## src/rtl/spi_flash_stream.sv

```systemverilog
// spi_flash_stream: SPI flash read engine (cmd 0x03, optional 0x3B dual read) streaming DATA_W-bit words.
// Latency: 32 (+8 dummy) SCK cycles of command/address, then one word per DATA_W (DATA_W/2 dual) SCKs.
// Backpressure: one-word output buffer plus shift register; SCK parks low at a word boundary while both are full.
// Optional feature macro: SPI_FLASH_STREAM_DUAL_EN (adds dual_mode input and the dual-output read path).
`timescale 1ns/1ps
module spi_flash_stream #(
  parameter int DATA_W  = 32,
  parameter int LEN_W   = 16,
  parameter int CLK_DIV = 2,
  parameter int CS_HIGH = 4
) (
  input  logic              clk,
  input  logic              rst,
  input  logic              req_valid,
  output logic              req_ready,
  input  logic [23:0]       req_addr,
  input  logic [LEN_W-1:0]  req_len,
  output logic              dout_valid,
  input  logic              dout_ready,
  output logic [DATA_W-1:0] dout_data,
  output logic              busy,
  output logic              flash_csb,
  output logic              flash_clk,
  output logic              flash_io0_o,
  output logic              flash_io0_oe,
  input  logic              flash_io0_i,
  input  logic              flash_io1_i
`ifdef SPI_FLASH_STREAM_DUAL_EN
  ,
  input  logic              dual_mode
`endif
);

  typedef enum logic [2:0] {
    S_IDLE,
    S_ZERO,
    S_CMD,
    S_ADDR,
    S_DUMMY,
    S_DATA,
    S_RECOV
  } state_t;

  localparam int DIV_W = (CLK_DIV > 1) ? $clog2(CLK_DIV) : 1;
  localparam int REC_W = (CS_HIGH > 1) ? $clog2(CS_HIGH + 1) : 1;
  localparam logic [DIV_W-1:0] DIV_LAST = DIV_W'(CLK_DIV - 1);
  localparam logic [REC_W-1:0] REC_LAST = REC_W'(CS_HIGH - 1);
  localparam logic [7:0] CMD_READ = 8'h03;
`ifdef SPI_FLASH_STREAM_DUAL_EN
  localparam logic [7:0] CMD_DREAD = 8'h3B;
`endif

  state_t             state_q, state_d;
  logic [DIV_W-1:0]   div_q, div_d;      // clk cycles spent in the current SCK half-phase
  logic               sck_q, sck_d;
  logic               csb_q, csb_d;
  logic               oe_q, oe_d;
  logic [5:0]         bit_q, bit_d;      // bits done in CMD/ADDR/DUMMY, or within the current word
  logic [31:0]        tx_q, tx_d;        // {command, address}; MSB drives IO0
  logic [DATA_W-1:0]  rx_q, rx_d;        // word being assembled from the flash
  logic [LEN_W-1:0]   words_q, words_d;  // words still to be sampled in this burst
  logic [REC_W-1:0]   rec_q, rec_d;
  logic [DATA_W-1:0]  dout_q, dout_d;
  logic               dvld_q, dvld_d;
  logic               pend_q, pend_d;    // rx_q holds a finished word the buffer could not take
  logic               dual_q, dual_d;

  logic               div_end;
  logic               buf_free;
  logic [5:0]         word_last;
  logic [DATA_W-1:0]  rx_next;
  logic [7:0]         cmd_sel;

`ifndef SPI_FLASH_STREAM_DUAL_EN
  // IO0 is output-only for single reads; the input pin is deliberately ignored.
  logic unused_io0_i;
  assign unused_io0_i = flash_io0_i;
`endif

  assign req_ready    = (state_q == S_IDLE);
  assign busy         = (state_q != S_IDLE) && (state_q != S_ZERO);
  assign dout_valid   = dvld_q;
  assign dout_data    = dout_q;
  assign flash_csb    = csb_q;
  assign flash_clk    = sck_q;
  assign flash_io0_o  = tx_q[31];
  assign flash_io0_oe = oe_q;

  // Next-state logic for the transaction FSM, SCK generator, shifters and output buffer.
  always_comb begin
    state_d  = state_q;
    div_d    = div_q;
    sck_d    = sck_q;
    csb_d    = csb_q;
    oe_d     = oe_q;
    bit_d    = bit_q;
    tx_d     = tx_q;
    rx_d     = rx_q;
    words_d  = words_q;
    rec_d    = rec_q;
    dout_d   = dout_q;
    dvld_d   = dvld_q & ~dout_ready;
    pend_d   = pend_q;

    div_end   = (div_q == DIV_LAST);
    buf_free  = ~dvld_q | dout_ready;
    word_last = dual_q ? 6'(DATA_W / 2 - 1) : 6'(DATA_W - 1);

`ifdef SPI_FLASH_STREAM_DUAL_EN
    dual_d  = dual_q;
    cmd_sel = dual_mode ? CMD_DREAD : CMD_READ;
    rx_next = dual_q ? {rx_q[DATA_W-3:0], flash_io1_i, flash_io0_i}
                     : {rx_q[DATA_W-2:0], flash_io1_i};
`else
    dual_d  = 1'b0;
    cmd_sel = CMD_READ;
    rx_next = {rx_q[DATA_W-2:0], flash_io1_i};
`endif

    // A parked word moves into the output buffer as soon as the buffer frees up.
    if (pend_q && buf_free) begin
      dout_d = rx_q;
      dvld_d = 1'b1;
      pend_d = 1'b0;
    end

    case (state_q)
      S_IDLE: begin
        if (req_valid) begin
          words_d = req_len;
`ifdef SPI_FLASH_STREAM_DUAL_EN
          dual_d  = dual_mode;
`endif
          if (req_len == '0) begin
            state_d = S_ZERO;
          end else begin
            state_d = S_CMD;
            csb_d   = 1'b0;
            sck_d   = 1'b0;
            oe_d    = 1'b1;
            div_d   = '0;
            bit_d   = '0;
            tx_d    = {cmd_sel, req_addr};
          end
        end
      end

      // Zero-length request: a single dead cycle, no flash access.
      S_ZERO: begin
        state_d = S_IDLE;
      end

      S_CMD, S_ADDR, S_DUMMY: begin
        div_d = div_end ? '0 : div_q + DIV_W'(1);
        if (div_end) begin
          if (!sck_q) begin
            sck_d = 1'b1;
          end else begin
            // Falling edge: advance to the next outgoing bit while SCK is low.
            sck_d = 1'b0;
            tx_d  = {tx_q[30:0], 1'b0};
            bit_d = bit_q + 6'd1;
            if (state_q == S_CMD && bit_q == 6'd7) begin
              state_d = S_ADDR;
              bit_d   = '0;
            end else if (state_q == S_ADDR && bit_q == 6'd23) begin
              state_d = dual_q ? S_DUMMY : S_DATA;
              bit_d   = '0;
              oe_d    = 1'b0;
            end else if (state_q == S_DUMMY && bit_q == 6'd7) begin
              state_d = S_DATA;
              bit_d   = '0;
            end
          end
        end
      end

      S_DATA: begin
        if (sck_q && words_q == '0) begin
          // Last word sampled on the previous edge: stop SCK and release CS.
          state_d = S_RECOV;
          sck_d   = 1'b0;
          csb_d   = 1'b1;
          rec_d   = '0;
          div_d   = '0;
        end else if (!sck_q && div_end && pend_q) begin
          // Shift register still holds an undelivered word: park SCK low.
          div_d = div_q;
        end else begin
          div_d = div_end ? '0 : div_q + DIV_W'(1);
          if (div_end) begin
            if (!sck_q) begin
              sck_d = 1'b1;
              rx_d  = rx_next;
              if (bit_q == word_last) begin
                bit_d   = '0;
                words_d = words_q - LEN_W'(1);
                if (buf_free) begin
                  dout_d = rx_next;
                  dvld_d = 1'b1;
                end else begin
                  pend_d = 1'b1;
                end
              end else begin
                bit_d = bit_q + 6'd1;
              end
            end else begin
              sck_d = 1'b0;
            end
          end
        end
      end

      S_RECOV: begin
        // Hold CS high for CS_HIGH cycles, then wait for the final word to be taken.
        if (rec_q != REC_LAST) begin
          rec_d = rec_q + REC_W'(1);
        end else if (!pend_q && (!dvld_q || dout_ready)) begin
          state_d = S_IDLE;
        end
      end

      default: begin
        state_d = S_IDLE;
      end
    endcase
  end

  // State and datapath registers; reset parks the flash interface immediately.
  always_ff @(posedge clk or posedge rst) begin
    if (rst) begin
      state_q <= S_IDLE;
      div_q   <= '0;
      sck_q   <= 1'b0;
      csb_q   <= 1'b1;
      oe_q    <= 1'b0;
      bit_q   <= '0;
      tx_q    <= '0;
      rx_q    <= '0;
      words_q <= '0;
      rec_q   <= '0;
      dout_q  <= '0;
      dvld_q  <= 1'b0;
      pend_q  <= 1'b0;
      dual_q  <= 1'b0;
    end else begin
      state_q <= state_d;
      div_q   <= div_d;
      sck_q   <= sck_d;
      csb_q   <= csb_d;
      oe_q    <= oe_d;
      bit_q   <= bit_d;
      tx_q    <= tx_d;
      rx_q    <= rx_d;
      words_q <= words_d;
      rec_q   <= rec_d;
      dout_q  <= dout_d;
      dvld_q  <= dvld_d;
      pend_q  <= pend_d;
      dual_q  <= dual_d;
    end
  end

endmodule

```

## config.mk

```make
export PLATFORM = sky130hd
export DESIGN_NAME = spi_flash_stream
export DESIGN_NICKNAME = d
export VERILOG_FILES = /design/src/rtl/spi_flash_stream.sv
export SDC_FILE = /design/constraint.sdc
export NUM_CORES = 1
export LEC_CHECK = 0
export CAP_MARGIN = 20
export CORE_MARGIN = 1
export CORE_UTILIZATION = 50
export CTS_CLUSTER_SIZE = 25
export DETAILED_ROUTE_END_ITERATION = 10
export PLACE_DENSITY = 0.75
export SLEW_MARGIN = 20
export SYNTH_ARGS = -nofsm -noshare
export SYNTH_HDL_FRONTEND = slang
export SYNTH_SLANG_ARGS = --single-unit
```

## constraint.sdc

```tcl
create_clock -name clk -period 4.8 [get_ports clk]
set_input_delay 1.2 -clock clk [delete_from_list [all_inputs] [get_ports clk]]
set_output_delay 1.2 -clock clk [all_outputs]
set_load 0.1 [all_outputs]
```

Word-level counts from Yosys, hierarchy flattened
Index checks and enable logic that the tools add are counted.
- bits in registers: 130
- bits of input ports: 46
- reduce and logical (&&, ||, !) cells: 31
- multiplexer cells: 83
- bitwise gates (word level): 7
- equality and inequality tests: 27
- add/subtract/negate cells: 4
- operators by type and width (kind ; number):
    $mux W32 ; 12
    $mux W16 ; 6
    $mux W6 ; 12
    $pmux W32 S2 ; 1
    $mux W3 ; 11
    $logic_not A16 Y1 ; 2
    $mux W1 ; 32
    $pmux W16 S2 ; 1
    $ne A2 B2 Y1 const B ; 15
    $reduce_and A7 Y1 ; 3
    $pmux W6 S3 ; 1
    $sub A16 B1 Y16 const B ; 1
    $eq A6 B5 Y1 const B ; 2
    $pmux W3 S4 ; 1
    $reduce_and A5 Y1 ; 2
    $eq A3 B3 Y1 const B ; 3
    $logic_and A1 B1 Y1 ; 9
    $reduce_and A9 Y1 ; 1
    $reduce_and A4 Y1 ; 2
    $add A6 B1 Y6 const B ; 1
    $eq A3 B2 Y1 const B ; 2
    $eq A6 B3 Y1 const B ; 1
    $pmux W1 S3 ; 2
    $pmux W3 S2 ; 1
    18 further kinds ; 28

Logic depth before layout (Yosys ltp)
- depth in word-level cells: 11
- gate-level depth with buffers: 9

Worst setup path before layout
No wires, ideal clock.
- kind: register -> register
- start point: register state_q[2]
- end point: register tx_q[28]
- arrival time: 3801 ps
- cell stages (with the launch flop): 8
- data required time: 4672 ps
- setup slack: 871 ps
- cell sequence: dfrtp_1 > buf_2 > nor3_1 > and2_0 > clkbuf_1 > nor3_1 > buf_2 > mux2_1
- elaborated cells on any way between the ends: 12
- RTL lines (element ; RTL line ; text):
    start, declared ; 53 ; state_t state_q, state_d;
    start signal, assigned ; 247 ; state_q <= state_d;
    $logic_not A3 Y1 (*) ; n/a ;
    via req_ready ; 15 ; output logic req_ready,
    $ne A2 B2 Y1 (no source line) / $reduce_bool A2 Y1 (equally long branches) ; n/a ;
    $reduce_and A5 Y1 (no source line) ; n/a ;
    end signal, assigned ; 253 ; tx_q <= tx_d;
    end, declared ; 59 ; logic [31:0] tx_q, tx_d;
The timed path passes the listed nets; every way through them passes the cells marked *.
A chain may end at the register's enable or synchronous reset.

Worst setup path in the final report
- start point: register state_q[2]
- end point: output port req_ready
- word-level cells in the longest chain between the ends: 1
- ends and longest elaborated chain (element ; RTL line ; text):
    $logic_not A3 Y1 ; 80 ; assign req_ready = (state_q == S_IDLE);
    end, declared ; 15 ;
Every way passes these cells.

==> impl_metrics.json <==
{
  "status": "finished clean",
  "dominantRegCellSynth": "dfrtp_1",
  "vias": 4664,
  "seq_area_mm2": 0.00325,
  "postCtsHoldBufs": 0,
  "clockBufferDepth": 2,
  "wl_um": 13100,
  "end_kind": "output pin",
  "yosys.area.top_type": "dfrtp_1",
  "cp_max_fo": 18,
  "rsz0062_at_grt": "no",
  "clock-sinks": 130,
  "power.leakage_nw": 3.82,
  "fin_worst_skew_ns": 0.00727,
  "n_fill_cell": 971,
  "holdPathStages": 1,
  "layout.nets": 703,
  "synth.area.mux_share_pct": 20.7,
  "initial_core_util_pct": 52.2,
  "grt_start_max_net_pins": 74,
  "yosys.area_share.adder_pct": 1.17,
  "synth-xor-area-share_pct": 0.137,
  "ys_ff_latch": 130,
  "path_clk_slew_ns": 0.05,
  "async_flop_share_pct": 100,
  "cts_tree": "done",
  "hold_start": "tx_q[29]",
  "tightest_slew_ns": 1.03,
  "ctsResizeCount": 0,
  "power_density_mw_per_mm2": 304,
  "io_pins": 85,
  "hp-class": "reg -> reg",
  "post-route-min-period_ns": 3.95,
  "holdPathEnd": "tx_q[29]",
  "drv_slew": 0,
  "finalHoldViolations": 0,
  "grt_pass1_vias": 4691,
  "drc": 0,
  "die_area_mm2": 0.0133,
  "avgSynthCellArea_um2": 11.1,
  "maxCapViolCount": 0,
  "wl_per_cell_um": 15.8,
  "synth_edf_count": 0,
  "dieWidth_um": 115,
  "yosysTopAreaCellShare_pct": 50.4,
  "dieHeight_um": 115,
  "gp_congestion": 0.845,
  "synth_cells": 577,
  "dp_hpwl_um": 8680,
  "worstSetupPathType": "reg -> out",
  "numPortBuffers": 83,
  "dpl_cell_area_mm2": 0.00736,
  "core-area_mm2": 0.0123,
  "gr-total-overflow": 0,
  "required_ns": 3.60,
  "synth_nets": 629,
  "grt_pass1_wl_um": 22400,
  "r2r_cells": 5,
  "final_antenna_net_count": 0,
  "start_kind": "flop",
  "syn_to_final_growth_pct": 24.1,
  "seq_area_frac_synth_pct": 50.9,
  "antenna_found_initial": 0,
  "yosysUniqueCellTypes": 62,
  "multi_input_comb_area_mm2": 0.00294,
  "cp_data_arrival_time_ns": 2.75,
  "synth_compound_area_share_pct": 11.8,
  "r2r_slack_ns": 2.22,
  "peakVddDrop_mv": 0.241,
  "yosys.cell_count.top_type": "dfrtp_1",
  "max-slew-margin-rel_pct": 30.8,
  "netlist_area_mm2": 0.00640,
  "dr.pass1.iters": 5,
  "synth_common_cells": "129 x dfrtp_1, 82 x mux2_2, 55 x nor2_1, 46 x a21oi_1, 38 x mux2i_1",
  "cts_buffers": 17,
  "antenna_cells": 0,
  "design_area_mm2": 0.00794,
  "synth_simple_gate_area_share_pct": 11.9,
  "max_freq_mhz": 253,
  "drive_above_1_share_pct": 19.9,
  "insertion_delay_ns": 0.41,
  "grt_usage_pct": 21.8,
  "via_per_inst": 5.61,
  "worstReg2RegStart": "state_q[2]",
  "drt-initial-drc-count": 270,
  "rows": 40,
  "setup_viol": 0,
  "netlist_top_cells_area": "dfrtp_1 50%, mux2_2 14%, mux2i_1 5.9%",
  "yosys_warnings": 0,
  "synth_top_family_by_area": "multiplexers",
  "post-route-period-util_pct": 82.2,
  "r2r_end": "words_q[12]",
  "setup_tns_ns": 0,
  "post_cts_buffers": 0,
  "clockRootBuffer": "clkbuf_16",
  "htree_levels": 4
}
[where the power goes]
| group | switching, mW | internal, mW |
|---|---|---|
| Combinational | 0.0309 | 0.0366 |
| Clock | 0.471 | 0.779 |
| Sequential | 0.000394 | 1.10 |
| Total | 0.502 | 1.91 |
[area by class of cell]
class	instances	share of cell area, %
multi-input combinational	396	37.0
clock inverter	12	1.69
sequential	130	41.0
clock buffer	20	5.63
timing repair buffer	90	11.3
inverter	16	0.788
tap	168	2.65
[sequential cells by signal, summed over array words and instances, names as in the netlist]
signal        flops
words_q          16
dout_data        32
dout_valid        1
pend_q            1
rec_q             3
rx_q             32
div_end           1
flash_csb         1
state_q           3
flash_clk         1
flash_io0_oe      1
tx_q             32
bit_q             6
[worst max-delay path by stage]
stage	depth (start not counted)	slack [ns]	endpoint	from
6_report	2	0.85	req_ready	state_q[2]
5_1_grt	2	0.72	req_ready	state_q[2]
4_1_cts	2	0.87	req_ready	state_q[2]
3_5_place_dp	7	1.27	tx_q[29]	req_len[1]
3_3_place_gp	7	1.26	tx_q[29]	req_len[1]
2_1_floorplan	1	0.13	bit_q[0]	rst
[stage by stage]
stage          total power, mW  setup slack (ns)  instances  utilization (%)  hold WS, ns
2_1_floorplan             1.14             0.132        577                -        0.449
3_3_place_gp              1.18              1.26        800             60.0        0.465
3_5_place_dp              1.19              1.27        800             60.0        0.469
4_1_cts                   2.44             0.873        832             64.8        0.506
5_1_grt                   2.49             0.721        832             64.8        0.515
6_report                  2.41             0.855        832             64.8        0.496
[cells by family (layout without fill, tap and decap cells)]
| kind of cell | Yosys count | after routing |
|---|---|---|
| simple gates | 148 | 148 |
| flops | 130 | 130 |
| mux | 122 | 122 |
| compound gates | 119 | 119 |
| buf+inv | 51 | 138 |
| fa+ha+maj | 6 | 6 |
| xor+xnor | 1 | 1 |
[worst max-delay path, stage by stage, from the launching register on]
cell,delay (ns)
dfrtp_1,0.56
nor3_1,0.53
clkdlybuf4s50_1,1.24
[cells in the final DEF (no fill, tap or decap), types with 7 or more instances in the layout]
master,n
nor4_1,7
o2bb2ai_1,10
clkdlybuf4s50_1,83
nor3_1,7
a21oi_1,46
mux2_2,82
nor2_1,55
o21ai_0,24
mux2i_1,38
nand3_1,16
clkbuf_16,17
dfrtp_1,129
and2_1,8
inv_1,15
nand2_1,23
[layer usage]
| metal | routed length, µm | share of wire [%] | global-route usage [%] | vias to the layer above |
|---|---|---|---|---|
| met2 | 6340 | 48 | 34.9 | 122 |
| met3 | 808 | 6.2 | 7.64 | 23 |
| met5 | 0 | 0 | 0 | - |
| li1 | - | - | - | 2242 |
| met4 | 208 | 1.6 | 8.92 | 0 |
| met1 | 5780 | 44 | 27.0 | 2277 |
Power figures use the tool's default switching activity.
